$ cat src/rtl/frq_div_prog.sv
// Programmable clock divider with shadowed divisor, phase sync and tick.
// Divisor changes take effect only at period boundaries or on sync.
module frq_div_prog #(
    parameter int WIDTH    = 16,
    parameter int DIV_INIT = 100
) (
    input  logic             iClk_in,
    input  logic             iRst,
    input  logic             iEn,
    input  logic [WIDTH-1:0] iDiv,
    input  logic             iLoad,
    input  logic             iSync,
    output logic             oClk_out,
    output logic             oDivClk,
    output logic             oTick,
    output logic [WIDTH-1:0] oCnt
);

    localparam logic [WIDTH-1:0] LP_INIT = WIDTH'(DIV_INIT);

    logic [WIDTH-1:0] r_cnt;
    logic [WIDTH-1:0] r_nact;
    logic [WIDTH-1:0] r_nshd;
    logic             r_pend;
    logic             r_divclk;
    logic             r_tick;

    logic [WIDTH-1:0] w_nact_m1;
    logic [WIDTH-1:0] w_thresh;
    logic             w_wrap;
    logic [WIDTH-1:0] w_cnt_next;
    logic [WIDTH-1:0] w_new_div;
    logic             w_apply;
    logic             w_nact_zero;

    // nAct-1 is only meaningful when nAct>=1, which w_wrap guards.
    assign w_nact_zero = (r_nact == '0);
    assign w_nact_m1   = r_nact - 1'b1;
    // ceil(N/2): cycles spent low before oDivClk goes high.
    assign w_thresh    = r_nact - (r_nact >> 1);
    assign w_wrap      = !w_nact_zero && (r_cnt == w_nact_m1);
    // cnt < nAct-1 when not wrapping, so the increment cannot overflow.
    assign w_cnt_next  = w_wrap ? '0 : r_cnt + 1'b1;
    // A strobe on the applying edge bypasses the shadow register.
    assign w_new_div   = iLoad ? iDiv : r_nshd;
    assign w_apply     = iLoad | r_pend;

    assign oClk_out = iClk_in;
    assign oDivClk  = r_divclk;
    assign oTick    = r_tick;
    assign oCnt     = r_cnt;

    // Counter, divisor shadowing and registered outputs.
    always_ff @(posedge iClk_in or negedge iRst) begin
        if (!iRst) begin
            r_cnt    <= '0;
            r_nact   <= LP_INIT;
            r_nshd   <= LP_INIT;
            r_pend   <= 1'b0;
            r_divclk <= 1'b0;
            r_tick   <= 1'b0;
        end else if (iSync) begin
            r_cnt    <= '0;
            r_divclk <= 1'b0;
            r_tick   <= 1'b0;
            r_pend   <= 1'b0;
            if (w_apply) begin
                r_nact <= w_new_div;
                r_nshd <= w_new_div;
            end
        end else if (!iEn) begin
            r_tick <= 1'b0;
            if (iLoad) begin
                r_nshd <= iDiv;
                r_pend <= 1'b1;
            end
        end else if (w_nact_zero) begin
            r_cnt    <= '0;
            r_divclk <= 1'b0;
            r_tick   <= 1'b0;
            r_pend   <= iLoad;
            if (r_pend) begin
                r_nact <= r_nshd;
            end
            if (iLoad) begin
                r_nshd <= iDiv;
            end
        end else begin
            r_cnt    <= w_cnt_next;
            r_tick   <= w_wrap;
            r_divclk <= (w_cnt_next >= w_thresh);
            if (w_wrap) begin
                r_pend <= 1'b0;
                if (w_apply) begin
                    r_nact <= w_new_div;
                    r_nshd <= w_new_div;
                end
            end else if (iLoad) begin
                r_nshd <= iDiv;
                r_pend <= 1'b1;
            end
        end
    end

endmodule

$ cat config.mk
export PLATFORM = sky130hd
export DESIGN_NAME = frq_div_prog
export DESIGN_NICKNAME = d
export VERILOG_FILES = /design/src/rtl/frq_div_prog.sv
export SDC_FILE = /design/constraint.sdc
export NUM_CORES = 1
export LEC_CHECK = 0
export CORE_MARGIN = 2
export CORE_UTILIZATION = 45
export CTS_CLUSTER_DIAMETER = 60
export DETAILED_ROUTE_END_ITERATION = 7
export GPL_TIMING_DRIVEN = 1
export PLACE_DENSITY = 0.65
export SYNTH_ARGS = -nofsm -noshare
export SYNTH_HDL_FRONTEND = slang
export SYNTH_SLANG_ARGS = --single-unit
export TNS_END_PERCENT = 1
$ cat constraint.sdc
create_clock -name iClk_in -period 11 [get_ports iClk_in]
set_input_delay 1.65 -clock iClk_in [delete_from_list [all_inputs] [get_ports iClk_in]]
set_output_delay 1.65 -clock iClk_in [all_outputs]
set_load 0.01 [all_outputs]
==> results of run 1 <==
[power breakdown]
| part | internal (mW) | leakage [nW] | total (mW) | switching (mW) |
|---|---|---|---|---|
| sequential | 0.206 | 0.622 | 0.226 | 0.0204 |
| clock | 0.0986 | 0.0842 | 0.180 | 0.0817 |
| combinational | 0.137 | 1.68 | 0.307 | 0.170 |
[path summary, 6_finish.rpt]
path	startpoint	to	slack, ps	cells after the start
max	iClk_in	oClk_out	3160	3
min	r_nshd[12]$_DFF_PN0_	r_nshd[12]$_DFF_PN0_	540	1
max reg2reg	r_nact[2]$_DFFE_PN1P_	oDivClk$_DFFE_PN0P_	5930	17
min reg2reg	r_nshd[12]$_DFF_PN0_	r_nshd[12]$_DFF_PN0_	540	1
max in group asynchronous	iRst	r_nshd[12]$_DFF_PN0_	9230	2
min in group asynchronous	iRst	oCnt[14]$_DFFE_PN0P_	1330	2
[final cells by class]
type	instances	area [sq um]	area share (%)
multi-input cells	402	3070	58.3
flip-flops and latches	51	1280	24.4
repair buffers	44	420	7.99
well taps	133	166	3.16
inverters	42	158	3.00
clock buffers	9	120	2.28
clock inverters	3	47.5	0.904
[cell families (layout without fill, tap and decap cells)]
kind of cell,count (synthesis),in the layout,synth area share [%]
and+or+nand+nor,158,158,16.1
adders and majority gates,55,55,15.1
xor gates and xnor gates,51,51,9.68
DFF,51,51,27.8
muxes,25,25,5.88
AOI/OAI and AO/OA,113,113,19.6
buffers and inverters,68,98,5.86
[synthesized netlist by cell type (3+ instances only)]
master / instances / share of area, %
a21o_1: 18 / 2.9
dfrtp_1: 45 / 24
a31oi_1: 13 / 1.8
a221oi_1: 4 / 0.76
o21ai_0: 15 / 1.6
xor2_1: 13 / 2.5
a2bb2oi_2: 10 / 3.3
nand2b_1: 6 / 0.81
mux2i_1: 8 / 1.7
nor2b_1: 7 / 0.95
o32a_1: 4 / 0.87
nor3_1: 5 / 0.54
or3_1: 3 / 0.41
nand2_1: 21 / 1.7
dfstp_2: 6 / 3.4
and3_1: 3 / 0.41
inv_1: 42 / 3.4
o21bai_1: 5 / 0.81
a2bb2oi_1: 6 / 1.1
nor2_1: 73 / 5.9
buf_2: 3 / 0.33
nand3_1: 19 / 2.1
a21oi_1: 17 / 1.8
clkbuf_1: 20 / 1.6
and2_1: 3 / 0.41
xnor2_1: 38 / 7.2
nand4_1: 4 / 0.54
or4_1: 6 / 0.98
mux2_2: 17 / 4.1
ha_1: 54 / 15
[through the flow]
stage | power, mW | hold WS [ps] | worst slack (ps)
floorplan | 0.460 | 498 | 3730
global placement | 0.537 | 510 | 3400
detailed placement | 0.545 | 516 | 3400
CTS | 0.719 | 544 | 3150
global route | 0.766 | 557 | 3150
finish | 0.714 | 540 | 3160
[layer usage]
metal  wire (um)  track usage (%)  share of wire, %
met5           0                0                 0
met4         303             9.33               2.5
met3         556             3.59               4.6
met2        5630             36.1                47
met1        5480             29.7                46
[sequential cells by signal, summed over array words and instances, names as in the netlist]
| register | cells |
|---|---|
| oCnt | 16 |
| r_nshd | 16 |
| oDivClk | 1 |
| r_pend | 1 |
| r_nact | 16 |
| oTick | 1 |
[critical path: stages]
cell             delay (ps)
clkbuf_8                110
clkbuf_8                120
clkdlybuf4s50_1         460
==> run metrics, run 1 <==
run status=finished clean; initial antenna violation count=0; critical path class=clock port to output port; Chip Width=105 um; Die Ht=105 um; setup bufs post-CTS=0; DR pass1 iterations=4; first-pass GRT wire length=19.5 mm; Rel. slew slack=about a quarter; Slew @ Worst Pin=1100 ps; number of fill cells=911; CTS clk-pin slew, worst paths=110 ps; Buffers on Ports=39; Max VDD drop=114 uV; Top Ports=40; Critical Path RT=just over 9000 ps; setup TNS=0 ps; Yosys warning total=0; Antenna Nets Post-Route=0; PwrDens=136 nW/um^2; gr ovfl total=0; Most used DFF post-synth=dfrtp_1; Resize count post-CTS=0; number of synthesized flops with an enable pin=0; Worst Skew=14.3 ps; vias=3825; RSZ-0062 raised after global routing=false; post-synthesis cell type count=57; Final Instance Area=5260 sq um; CTS tree=built; Placed Instance Area=~5100 sq um; CP Max Fanout=2; WL final=approximately 12 mm; Syn Nets=597; flops & latches, synth=51; HPWL after DPL=9.10 mm; Nets=626; commonest non-fill, non-tap cells in the layout=nor2_1, ha_1, dfrtp_1, inv_1; DRT iter0 DRCs=171; Starting Density=46.8%; # hold bufs at CTS=0; proportion of layout cells with a drive suffix above 1=between 10% and 20%; die area=11100 sq um; max-cap check violation count=0; CP Data Arrival Time=6190 ps; # diodes=0; commonest non-fill, non-tap cell in the layout=nor2_1; Critical Path Start Type=clock port; Hold Path Class=flip-flop to flip-flop; critical path endpoint category=output port; CORE AREA=9860 sq um; standard-cell rows=36; DRC=0; WL/cell=17.5 um; average cell area after synthesis=8.86 sq um; Finished Layout Cells=684; Layout Utilization=53.3%; GR Util All Layers=22.4%; Leak=2.38 nW; clock insertion delay at the later pin of the skew report=roughly 430 ps; final hold violation count=0; Final setup viols=0; largest net degree at the start of global routing=52; sequential area share after synthesis=27.8%; # placed instances=673; vias in the first global route=3785; Area Growth Syn to Fin=14.0%; async set or reset register ratio after synthesis=100%; Slew Limit Fails=0; Vias/cell=5.59; Mapped Area=4610 sq um; Placer Congestion=0.907; Cells after Synth=521
No activity file was read; power rests on OpenSTA's default activity.
==> run 2: changes to the inputs <==
- clock period: 11 -> 7.31 ns (I/O delays scaled with it)
==> run metrics, run 2 (synthesized netlist as in run 1, its figures left out) <==
setup bufs post-CTS=0; DRC=0; setup TNS=0 ps; vias in the first global route=3820; CP Max Fanout=2; standard-cell rows=36; met1 Resource Use GR=29.2%; number of fill cells=921; die area=11100 sq um; Die Ht=105 um; gr ovfl total=0; Area Growth Syn to Fin=13.5%; Resize count post-CTS=0; Max VDD drop=157 uV; Finished Layout Cells=684; final hold violation count=0; Placer Congestion=between 0.9 and 1; Final Instance Area=around 5200 sq um; Final setup viols=0; DRT iter0 DRCs=161; most frequent CP cell=clkbuf_8; met2 Usage GRT=35.2%; proportion of layout cells with a drive suffix above 1=10.5%; CTS tree=built; # placed instances=673; slowest CP cell=clkdlybuf4s50_1; GR Util All Layers=between 20 and 25%; DR pass1 iterations=6; gr busiest metal=met2; Vias/cell=5.61; Slew @ Worst Pin=~1100 ps; vias=3835; clock insertion delay at the later pin of the skew report=~430 ps; Starting Density=a little under half; critical path endpoint category=output port; Antenna Nets Post-Route=0; CTS clk-pin slew, worst paths=110 ps; CORE AREA=9860 sq um; max-cap check violation count=0; HPWL after DPL=9.17 mm; Critical Path RT=6210 ps; Hold Path Class=flip-flop to flip-flop; largest net degree at the start of global routing=52; Critical Path Start Type=clock port; CP Data Arrival Time=4350 ps; Slew Limit Fails=0; PwrDens=199 nW/um^2; # hold bufs at CTS=0; Leak=2.37 nW; Worst Skew=6.29 ps; WL/cell=around 18 um; RSZ-0062 raised after global routing=false; # diodes=0; WL final=12.0 mm; Placed Instance Area=roughly 5100 sq um; critical path class=clock port to output port; CP Cell Sequence=clkbuf_8 > clkbuf_8 > clkdlybuf4s50_1; initial antenna violation count=0; met3 GRT Util=4.14%; Chip Width=105 um; Rel. slew slack=29.7%; run status=finished clean; Nets=626; Buffers on Ports=39; commonest non-fill, non-tap cells in the layout=nor2_1, ha_1, dfrtp_1, inv_1; Top Ports=40; commonest non-fill, non-tap cell in the layout=nor2_1; first-pass GRT wire length=19.3 mm; Critical Path Max Stage Delay=460 ps
run 2: cell types whose count changed in the layout (fill, tap and decap cells not counted), sizes merged:
cell,delta
inv,+1
bufinv,-1
run 2: final timing paths:
| kind | slack, ps | cells past startpoint | startpoint | end |
|---|---|---|---|---|
| max | 1870 | 3 | iClk_in | oClk_out |
| min | 540 | 1 | r_nshd[1]$_DFF_PN0_ | r_nshd[1]$_DFF_PN0_ |
| max reg2reg | 2240 | 17 | r_nact[2]$_DFFE_PN1P_ | oDivClk$_DFFE_PN0P_ |
| min reg2reg | 540 | 1 | r_nshd[1]$_DFF_PN0_ | r_nshd[1]$_DFF_PN0_ |
| max in group asynchronous | 6080 | 2 | iRst | r_nshd[12]$_DFF_PN0_ |
| min in group asynchronous | 770 | 2 | iRst | oCnt[14]$_DFFE_PN0P_ |
run 2: cell type report:
class	instances	area [sq um]	share of cell area, %
inverter	42	158	3.01
clock buffer	9	120	2.29
multi-input combinational	402	3070	58.5
clock inverter	3	22.5	0.430
sequential	51	1280	24.5
tap	133	166	3.18
timing repair buffer	44	420	8.03
run 2: report_power, final:
part           switching, mW  internal [mW]  total, mW  leakage, nW
Combinational          0.257          0.207      0.463         1.68
Clock                  0.126          0.114      0.240       0.0744
Sequential            0.0307          0.310      0.340        0.622
run 2: through the flow:
step / worst slack, ps / hold WS, ps / util [%] / power, mW
after floorplan: 2440 / 498 / - / 0.693
after global placement: 2110 / 510 / 51.7 / 0.808
after detailed placement: 2110 / 515 / 51.7 / 0.821
after CTS: 1860 / 543 / 53.1 / 1.05
after global routing: 1860 / 554 / 53.1 / 1.12
final: 1870 / 538 / 53.1 / 1.04
run 2: worst max-delay path, delay by kind of cell:
| family | cells | cell delay, ps |
|---|---|---|
| buffers and inverters | 3 | 690 |
run 2: routing by layer:
metal	routed length (um)	part of all wire, %	up-vias
li1	-	-	1882
met1	5520	46	1803
met2	5440	45	119
met3	571	4.8	31
met4	440	3.7	0
met5	0	0	-
==> run 3: changes to the inputs <==
- clock period: 7.31 -> 5.3 ns (I/O delays scaled with it)
==> run metrics, run 3 (synthesized netlist as in run 1, its figures left out) <==
run status=finished clean; critical path endpoint category=flip-flop; CP Data Arrival Time=5080 ps; WL final=~12 mm; RSZ-0062 raised after global routing=false; largest net degree at the start of global routing=52; CORE AREA=9860 sq um; vias=3850; DRT iter0 DRCs=185; Rel. slew slack=between 20% and 30%; Chip Width=around 110 um; # diodes=0; proportion of layout cells with a drive suffix above 1=10.7%; Leak=2.37 nW; Comb power frac=44.8%; commonest non-fill, non-tap cells in the layout=nor2_1, ha_1, dfrtp_1, inv_1; CP Max Fanout=6; Max VDD drop=206 uV; CTS tree=built; gr ovfl total=0; WL/cell=around 18 um; die area=around 11000 sq um; PwrDens=270 nW/um^2; Starting Density=a little under half; Top Ports=40; Slew @ Worst Pin=1120 ps; Antenna Nets Post-Route=0; setup bufs post-CTS=0; initial antenna violation count=0; number of fill cells=926; Area Growth Syn to Fin=13.6%; # hold bufs at CTS=0; GR Util All Layers=between 20% and 30%; Critical Path Start Type=flip-flop; DR pass1 iterations=4; Reg power frac=33.1%; DRC=0; Critical Path RT=5600 ps; setup TNS=0 ps; Nets=627; standard-cell rows=36; Die Ht=about 110 um; internal power=867 uW; final hold violation count=0; Total Power=between 1 and 1.5 mW; commonest non-fill, non-tap cell in the layout=nor2_1; max-cap check violation count=0; Vias/cell=5.62; HPWL after DPL=9.40 mm; Resize count post-CTS=0; R2R setup slack=just over 500 ps; fmax=209 MHz; vias in the first global route=~3700; min cycle time layout=4780 ps; first-pass GRT wire length=approximately 20 mm; CTS clk-pin slew, worst paths=110 ps; critical path class=flip-flop to flip-flop; Slew Limit Fails=0; Final setup viols=0; Tcrit/Tclk final=90.2%; Hold Path Class=input pin to asynchronous set/reset pin; clock share of power=between 20% and 30%; switching share of power=38.7%; Switch Pwr=between 500 and 600 uW; clock insertion delay at the later pin of the skew report=430 ps; Buffers on Ports=39; Placer Congestion=0.919; Worst Skew=17.4 ps
## run 3: cell types whose count changed in the layout (fill, tap and decap cells not counted), sizes merged
cell | previous run | this run
clkinvlp | 0 | 2
inv | 44 | 42
buf | 7 | 8
## run 3: final cells by class
type,instances,area [sq um],area share [%]
Sequential cell,51,1280,24.5
Inverter,42,158,3.01
Multi-Input combinational cell,402,3070,58.5
Clock inverter,3,20.0,0.382
Timing Repair Buffer,45,428,8.16
Clock buffer,9,120,2.29
Tap cell,133,166,3.17
## run 3: metal layers
layer,vias up,part of all wire [%],global-route usage (%)
li1,1885,-,-
met3,17,4.9,3.96
met5,-,0,0
met2,96,47,37.1
met1,1852,46,30.0
met4,0,2.1,8.67
## run 3: worst paths after layout
path	endpoint	depth (start not counted)	startpoint
setup / recovery	oDivClk$_DFFE_PN0P_	17	r_nact[2]$_DFFE_PN1P_
hold reg to reg	r_nshd[4]$_DFF_PN0_	1	r_nshd[4]$_DFF_PN0_
max in group asynchronous	r_nshd[13]$_DFF_PN0_	2	iRst
setup reg to reg	oDivClk$_DFFE_PN0P_	17	r_nact[2]$_DFFE_PN1P_
min in group iClk_in	r_nshd[4]$_DFF_PN0_	1	r_nshd[4]$_DFF_PN0_
hold / removal	oCnt[13]$_DFFE_PN0P_	2	iRst
## run 3: critical path, stage by stage, from the launching register on
cell and delay, ps:
dfstp_2 580, inv_1 120, ha_1 260, nand4_1 130, nor2_1 120, or3_1 410
or4_1 510, or4_4 580, or3_1 420, and2_1 200, ha_1 290, a21oi_1 140
nor2b_1 60, o21ai_0 150, a21oi_1 90, o41ai_1 320, a2111o_1 200, a21oi_1 60
## run 3: stage by stage
step	cell area, sq um	std cells	hold WS [ps]	setup slack (ps)	utilization [%]
after global routing	5240	685	513	307	53.1
after global placement	5110	674	510	727	51.8
after CTS	5240	685	511	540	53.1
final	5240	685	468	518	53.1
after detailed placement	5110	674	516	553	51.8
after floorplan	4610	521	498	745	-
## run 3: power by group through the flow
stage          registers [mW]  logic (mW)  clock network [mW]
2_1_floorplan           0.464       0.476              0.0155
3_3_place_gp            0.474       0.615              0.0192
3_5_place_dp            0.476       0.628              0.0192
4_1_cts                 0.469       0.633               0.324
5_1_grt                 0.474       0.709               0.341
6_report                0.469       0.634               0.312
